--- src/rtl/vc_demux_pause.sv ---
// Per-VC FIFO: circular buffer with registered occupancy, read data and drop flag.
// Latency: write lands on the valid edge; popped word appears registered one cycle later.
// Backpressure: pause from registered count >= AF_THRESH; a push while full is dropped.
module vc_demux_pause_fifo #(
    parameter int DATA_WIDTH = 6,
    parameter int DEPTH      = 4,
    parameter int AF_THRESH  = 3
) (
    input  logic                  clk,
    input  logic                  reset,
    input  logic                  push_i,
    input  logic                  pop_i,
    input  logic [DATA_WIDTH-1:0] wdata_i,
    output logic [DATA_WIDTH-1:0] rdata_o,
    output logic                  rvalid_o,
    output logic                  pause_o,
    output logic                  empty_o,
    output logic                  drop_o
);
    localparam int AW = $clog2(DEPTH);
    localparam int CW = AW + 1;
    localparam logic [CW-1:0] DEPTH_C = CW'(DEPTH);
    localparam logic [CW-1:0] AF_C    = CW'(AF_THRESH);

    logic [DATA_WIDTH-1:0] mem_q [DEPTH];
    logic [AW-1:0]         wr_ptr_q, wr_ptr_d;
    logic [AW-1:0]         rd_ptr_q, rd_ptr_d;
    logic [CW-1:0]         count_q, count_d;
    logic [DATA_WIDTH-1:0] rdata_q, rdata_d;
    logic                  rvalid_q, rvalid_d;
    logic                  full, empty, do_push, do_pop;

    // Full/empty come from the registered count only, so a same-cycle pop
    // never makes room for a push and a same-cycle push never feeds a pop.
    assign full    = (count_q == DEPTH_C);
    assign empty   = (count_q == '0);
    assign do_push = push_i & ~full;
    assign do_pop  = pop_i & ~empty;

    // Next-state for pointers, occupancy and the registered read port.
    always_comb begin
        wr_ptr_d = wr_ptr_q;
        rd_ptr_d = rd_ptr_q;
        count_d  = count_q;
        rdata_d  = rdata_q;
        rvalid_d = do_pop;
        if (do_push) begin
            wr_ptr_d = wr_ptr_q + AW'(1);
        end
        if (do_pop) begin
            rd_ptr_d = rd_ptr_q + AW'(1);
            rdata_d  = mem_q[rd_ptr_q];
        end
        case ({do_push, do_pop})
            2'b10:   count_d = count_q + CW'(1);
            2'b01:   count_d = count_q - CW'(1);
            default: count_d = count_q;
        endcase
    end

    // Control state register with synchronous reset.
    always_ff @(posedge clk) begin
        if (reset) begin
            wr_ptr_q <= '0;
            rd_ptr_q <= '0;
            count_q  <= '0;
            rdata_q  <= '0;
            rvalid_q <= 1'b0;
        end else begin
            wr_ptr_q <= wr_ptr_d;
            rd_ptr_q <= rd_ptr_d;
            count_q  <= count_d;
            rdata_q  <= rdata_d;
            rvalid_q <= rvalid_d;
        end
    end

    // Storage array; contents are don't-care after reset since pointers clear.
    always_ff @(posedge clk) begin
        if (!reset && do_push) begin
            mem_q[wr_ptr_q] <= wdata_i;
        end
    end

    assign rdata_o  = rdata_q;
    assign rvalid_o = rvalid_q;
    assign pause_o  = (count_q >= AF_C);
    assign empty_o  = empty;
    assign drop_o   = push_i & full;
endmodule

// Two-VC demux: routes popped main-FIFO words by MSB into per-VC FIFOs.
// Latency: store on the valid edge; read data registered, one cycle after pop.
// Backpressure: per-VC pause from registered count; overflow drops and sets sticky error.
module vc_demux_pause #(
    parameter int DATA_WIDTH = 6,
    parameter int DEPTH      = 4,
    parameter int AF_THRESH  = 3
) (
    input  logic                  clk,
    input  logic                  reset,
    input  logic                  valid_in,
    input  logic [DATA_WIDTH-1:0] data_in,
    input  logic                  pop_vc0,
    input  logic                  pop_vc1,
    output logic [DATA_WIDTH-1:0] vc0_data_out,
    output logic [DATA_WIDTH-1:0] vc1_data_out,
    output logic                  vc0_valid_out,
    output logic                  vc1_valid_out,
    output logic                  pause_vc0,
    output logic                  pause_vc1,
    output logic                  empty_vc0,
    output logic                  empty_vc1,
    output logic                  error_out
);
    logic push_vc0, push_vc1;
    logic drop_vc0, drop_vc1;
    logic error_q, error_d;

    assign push_vc0 = valid_in & ~data_in[DATA_WIDTH-1];
    assign push_vc1 = valid_in &  data_in[DATA_WIDTH-1];

    vc_demux_pause_fifo #(
        .DATA_WIDTH(DATA_WIDTH), .DEPTH(DEPTH), .AF_THRESH(AF_THRESH)
    ) u_vc0 (
        .clk(clk), .reset(reset), .push_i(push_vc0), .pop_i(pop_vc0),
        .wdata_i(data_in), .rdata_o(vc0_data_out), .rvalid_o(vc0_valid_out),
        .pause_o(pause_vc0), .empty_o(empty_vc0), .drop_o(drop_vc0)
    );

    vc_demux_pause_fifo #(
        .DATA_WIDTH(DATA_WIDTH), .DEPTH(DEPTH), .AF_THRESH(AF_THRESH)
    ) u_vc1 (
        .clk(clk), .reset(reset), .push_i(push_vc1), .pop_i(pop_vc1),
        .wdata_i(data_in), .rdata_o(vc1_data_out), .rvalid_o(vc1_valid_out),
        .pause_o(pause_vc1), .empty_o(empty_vc1), .drop_o(drop_vc1)
    );

    // Overflow flag is sticky: once any VC drops a word it stays set until reset.
    always_comb begin
        error_d = error_q | drop_vc0 | drop_vc1;
    end

    // Error register with synchronous reset.
    always_ff @(posedge clk) begin
        if (reset) begin
            error_q <= 1'b0;
        end else begin
            error_q <= error_d;
        end
    end

    assign error_out = error_q;
endmodule

--- config.mk ---
export PLATFORM = sky130hd
export DESIGN_NAME = vc_demux_pause
export DESIGN_NICKNAME = d
export VERILOG_FILES = /design/src/rtl/vc_demux_pause.sv
export SDC_FILE = /design/constraint.sdc
export NUM_CORES = 1
export LEC_CHECK = 0
export ABC_CLOCK_PERIOD_IN_PS = 6800
export CORE_AREA = 5 5 90 92
export CTS_CLUSTER_SIZE = 25
export DETAILED_ROUTE_END_ITERATION = 10
export DIE_AREA = 0 0 95 97
export MAX_ROUTING_LAYER = met4
export PLACE_DENSITY = 0.75
export RECOVER_POWER = 100
export SLEW_MARGIN = 20
export SYNTH_ARGS = -nofsm -noshare
export SYNTH_HDL_FRONTEND = slang
export SYNTH_HIERARCHICAL = 1
export SYNTH_SLANG_ARGS = --single-unit
--- constraint.sdc ---
create_clock -name clk -period 6.8 [get_ports clk]
set_input_delay 2.04 -clock clk [delete_from_list [all_inputs] [get_ports clk]]
set_output_delay 2.04 -clock clk [all_outputs]
set_load 0.01 [all_outputs]
# ---- Word level (Yosys, flattened, before mapping)
# Memory sizes are Yosys's and may differ from the RTL's. A register that Yosys moved wholly into a read port is not among the register bits.
# Index checks and enable logic that the tools add are counted.
dict set report classes {
  add_sub_neg 8
  n_lt_le_gt_ge 2
  eq_ne 6
  muxes 6
  bitwise 15
  n_reduce_logical 7
}
# cell count
set ops {}
lappend ops {{$pmux 3 s2} 2}
lappend ops {{$add 2x1->2 const B} 4}
lappend ops {{$and 1x1->1} 8}
lappend ops {{$add 3x1->3 const B} 2}
lappend ops {{$eq 3x3->1 const B} 2}
lappend ops {{$ge 3x2->1 const B} 2}
lappend ops {{$logic_not 3->1} 2}
lappend ops {{$sub 3x1->3 const B} 2}
lappend ops {{$not 1->1} 5}
lappend ops {{$eq 2x1->1 const B} 2}
lappend ops {{$eq 2x2->1 const B} 2}
lappend ops {{$mux 1} 4}
lappend ops {{$reduce_bool 2->1} 2}
lappend ops {{$logic_and 1x1->1} 2}
lappend ops {{$or 1x1->1} 2}
lappend ops {{$logic_not 1->1} 1}
dict set report word_totals {
  reg_bits 17
  ram_bits 48
  out_inout_bits 19
  memories 2
}
# name words word_bits read_ports rd_ports_with_merged_regs write_ports line
set memory_table {}
lappend memory_table {u_vc0.mem_q 4 6 1 1 1 25} ;# logic [DATA_WIDTH-1:0] mem_q [DEPTH];
lappend memory_table {u_vc1.mem_q 4 6 1 1 1 25}

# ---- Depth between registers and ports, before layout
dict set report logic_depth {
  depth_word 6
  mapped_depth 9
  ltp_nobuf 8
}

# ---- Modules after synthesis
# Netlist, hierarchy kept.
# module n_inst cells_per_inst area_each_um2
set modules_own_cells {}
lappend modules_own_cells {{vc_demux_pause_fifo at u_vc0} 1 114 1566.5}
lappend modules_own_cells {{vc_demux_pause_fifo at u_vc1} 1 113 1561.5}
lappend modules_own_cells {vc_demux_pause 1 5 41.3}

# ---- Worst setup path after synthesis
# OpenSTA, ideal clock, no wires.
dict set report synth_timing {
  path_kind {input port to flip-flop}
  startpoint {input port data_in[5]}
  endpoint {register u_vc1.count_q[2]}
  setup_ps 71
  arrival_time_ps 3416
  setup_slack_ps 3313
  path_stages 8
  n_path_buf 0
  cell_sequence {and2_1 -> nand2_1 -> ha_1 -> inv_1 -> fa_1 -> xor2_1 -> or3_1 -> a21oi_1}
}
dict set report synth_between {
  elab_chain_len 4
  word_cells_on_any_way 6
  cone_classes {2 x eq/ne; 1 x mux; 2 x bitwise; 1 x reduce/logical}
}
# item line
set synth_rtl {}
lappend synth_rtl {{start, declared} 103} ;# input logic [DATA_WIDTH-1:0] data_in,
lappend synth_rtl {{$and 1x1->1 (*)} 121} ;# assign push_vc1 = valid_in & data_in[DATA_WIDTH-1];
lappend synth_rtl {{$and 1x1->1 (*)} 37} ;# assign do_push = push_i & ~full;
lappend synth_rtl {{$eq 2x1->1 or $eq 2x2->1 (tied branches)} 54} ;# case ({do_push, do_pop})
lappend synth_rtl {{$pmux 3 s2 or $reduce_bool 2->1 (tied branches)} --}
lappend synth_rtl {{end signal, assigned} 72} ;# count_q <= count_d;
lappend synth_rtl {{end, declared} 28} ;# logic [CW-1:0] count_q, count_d;
# Every way passes the cells marked *; elsewhere a longest branch is shown, timed or not.
# A chain may end at the register's enable or synchronous reset.

# ---- Final worst setup path
dict set report layout_timing {
  startpoint {input port data_in[5]}
  endpoint {register u_vc1.count_q[2]}
}
dict set report layout_between {
  elab_chain_len 4
  word_cells_on_any_way 6
  cone_classes {2 x eq/ne; 1 x mux; 2 x bitwise; 1 x reduce/logical}
}
# item line
set layout_rtl {}
lappend layout_rtl {{$and 1x1->1 (*)} 121}
lappend layout_rtl {{named net push_vc1} 116} ;# logic push_vc0, push_vc1;
lappend layout_rtl {{$and 1x1->1 (*)} 37}
lappend layout_rtl {{$eq 2x1->1 or $eq 2x2->1 (tied branches)} 54}
lappend layout_rtl {{$pmux 3 s2 or $reduce_bool 2->1 (tied branches)} --}
# The timed path passes the listed nets; every way through them passes the cells marked *.

==> impl_metrics.toml <==
[placed_design]
routabilityCongestion = 0.7443
io_buffer_count = 29
pre_cts_slack_ns = 2.555
dp_hpwl_um = 3743

[finish]
diodes = 0
final_common_cell = "edfxtp_1"
drive_gt1_frac = 0.1301
synthToLayoutAreaGrowth_pct = 17.96
nets = 287
final_cell_mix = "48 x edfxtp_1, 29 x dfxtp_1, 26 x dlygate4sd3_1, 26 x nand2_1, 22 x a21oi_1"
postLayoutCoreUtil = 0.5238

[logic_synthesis]
synth_edf_count = 48
ys_warn_count = 6
async_flop_share = 0
synth.distinct_cells = 29
synth_seq_cells = 77
syn_area_um2 = 3169
syn_avg_cell_area_um2 = 13.66
synth_cells = 232
synth_nets = 255
synth-main-ff-cell = "edfxtp_1"
ys_seq_area_frac = 0.6380

[pwr]
p_total_mw = 1.283
power-per-cell-area_nw_per_um2 = 343.3
peakVddDrop_uv = 104.8
total_leakage_power_nw = 1.292

[die]
fp.dieArea_um2 = 9215
fp.dieW_um = 95
pin_count = 30
die_h_um = 97
initial_core_util = 0.4441
placement_rows = 31
core_area_um2 = 7137

[route]
drt-vias-per-instance = 4.872
firstDrtPassIters = 4
vias = 1793
drc = 0
postRouteWirelength_um = 5319
drt-wirelength-per-cell_um = 14.45
first_iter_violations = 109
ant_nets = 0

[worst_setup_path]
rrSetupSlack_ns = 4.50
crit_type = "in2reg"
required_ns = 7.06
r2r.worst_path.cells = 8
crit_path_end_kind = "flip-flop"
worstPathMaxFanout = 10
r2r-end = "u_vc0/count_q[2]$_SDFFE_PP0P_"
worstSetupStartpointType = "input pin"
regToRegStartpoint = "u_vc0/count_q[2]$_SDFFE_PP0P_"
cp.arrival_ns = 4.26

[clocking]
cts_setup_buffers = 0
clockBufferDepth = 2
tritoncts = "done"
clkTransAtPathRegs_ns = 0.07
numCtsBuffers = 9
post_cts_resized = 0
clock-root-buffer = "clkbuf_8"
clkSinkCount = 77
clk-insertion-delay-late_ns = 0.33
htree_num_levels = 3
postCtsHoldBufs = 0

[global_routing]
grt_pass1_wl_um = 9004
antenna_found_initial = 0
grt_use_total = 0.1330
overflow = 0
grt_max_degree = 18
grt_pass1_vias = 1797

[timing]
setup_tns_ns = 0
relSlewSlack = 0.5287
holdWs_ns = 0.4529
tightest_slew_ns = 0.7046
setup_slack_ns = 2.798
min_period_ns = 4.002
fin_skew_ns = 0.007209
slew_violations = 0
period_share = 0.5886
rsz0062_at_grt = "no"
finalSetupViolations = 0
max_freq_mhz = 249.9
hold_viol = 0

[min_path]
hold_path.class = "reg2reg"
holdPathEnd = "u_vc1/rdata_o[4]$_SDFFE_PP0P_"
hp-start = "u_vc1/rdata_o[4]$_SDFFE_PP0P_"
worstHoldPathCells = 2

[outcome]
run_status = "finished, final reports clean"

[run]
maxCapViolCount = 0
## stage by stage
step           cells  area, µm²
6_report         368       3739
3_3_place_gp     352       3532
5_1_grt          368       3739
2_1_floorplan    232       3169
4_1_cts          368       3742
3_5_place_dp     352       3532
## worst max-delay path: stages
cell,delay [ns]
dlygate4sd3_1,0.66
and2_0,0.26
nand2_1,0.08
ha_1,0.18
inv_1,0.06
fa_1,0.38
xor2_1,0.16
or3_1,0.31
a21oi_1,0.14
## synthesized netlist by cell type, types with 3 or more instances
| cell | n | area [µm²] |
|---|---|---|
| xor2_1 | 4 | 35.03 |
| nand3_1 | 4 | 20.02 |
| nor2_1 | 13 | 48.80 |
| a21oi_1 | 22 | 110.1 |
| and2_1 | 9 | 56.30 |
| o21ai_0 | 7 | 35.03 |
| mux4_2 | 12 | 270.3 |
| ha_1 | 10 | 125.1 |
| or3_1 | 4 | 25.02 |
| inv_1 | 14 | 52.55 |
| nor3_1 | 5 | 25.02 |
| nand2_1 | 26 | 97.59 |
| edfxtp_1 | 48 | 1441 |
| clkbuf_1 | 3 | 11.26 |
| dfxtp_1 | 29 | 580.6 |
## how the worst max path moves through the flow
stage,cells after the start,startpoint,endpoint,slack (ns)
6_report,9,data_in[5],u_vc1/count_q[2]$_SDFFE_PP0P_,2.80
5_1_grt,9,data_in[5],u_vc0/count_q[2]$_SDFFE_PP0P_,2.65
4_1_cts,9,data_in[5],u_vc1/count_q[2]$_SDFFE_PP0P_,2.89
3_5_place_dp,9,data_in[5],u_vc1/count_q[2]$_SDFFE_PP0P_,2.55
3_3_place_gp,9,data_in[5],u_vc1/count_q[2]$_SDFFE_PP0P_,2.62
2_1_floorplan,8,data_in[5],u_vc1/count_q[2]$_SDFFE_PP0P_,3.31
## metal layers
metal	vias up	routed length [µm]	GRT usage
met5	-	0	-
met4	0	93	0.06770
met3	8	165	0.02870
met2	31	2682	0.2061
met1	869	2377	0.1625
li1	885	-	-
## logic make-up (layout without fill, tap and decap cells)
group	after synthesis	after routing	synth area share
mux	12	12	0.08527
buf+inv	25	62	0.03908
flops	77	77	0.6380
xor+xnor	6	6	0.02132
simple gates	66	66	0.09830
compound gates	34	34	0.06593
fa+ha+maj	12	12	0.05211
## state kept, by name (all words and copies together), names as in the netlist, 2 cells and up
register and cells:
u_vc0/count_q 3, u_vc1/count_q 3, u_vc1/mem_q 24, u_vc0/rdata_o 6, u_vc0/mem_q 24, u_vc0/rd_ptr_q 2
u_vc1/rd_ptr_q 2, u_vc1/wr_ptr_q 2, u_vc1/rdata_o 6, u_vc0/wr_ptr_q 2
## power by group
group | total [mW] | leakage, nW | switching (mW) | internal, mW
clock | 0.350 | 0.112 | 0.152 | 0.198
combinational | 0.320 | 0.510 | 0.149 | 0.171
sequential | 0.613 | 0.670 | 0.0684 | 0.545
total | 1.28 | 1.29 | 0.370 | 0.914
## final cells by class
class / instances / area (µm²)
clock buffers: 12 / 165.2
clock inverters: 4 / 45.04
fillers: 608 / 3398
inverters: 16 / 65.06
multi-input cells: 130 / 1023
flip-flops and latches: 77 / 2022
well taps: 99 / 123.9
repair buffers: 30 / 294.0
No activity file was read; power rests on OpenSTA's default activity.
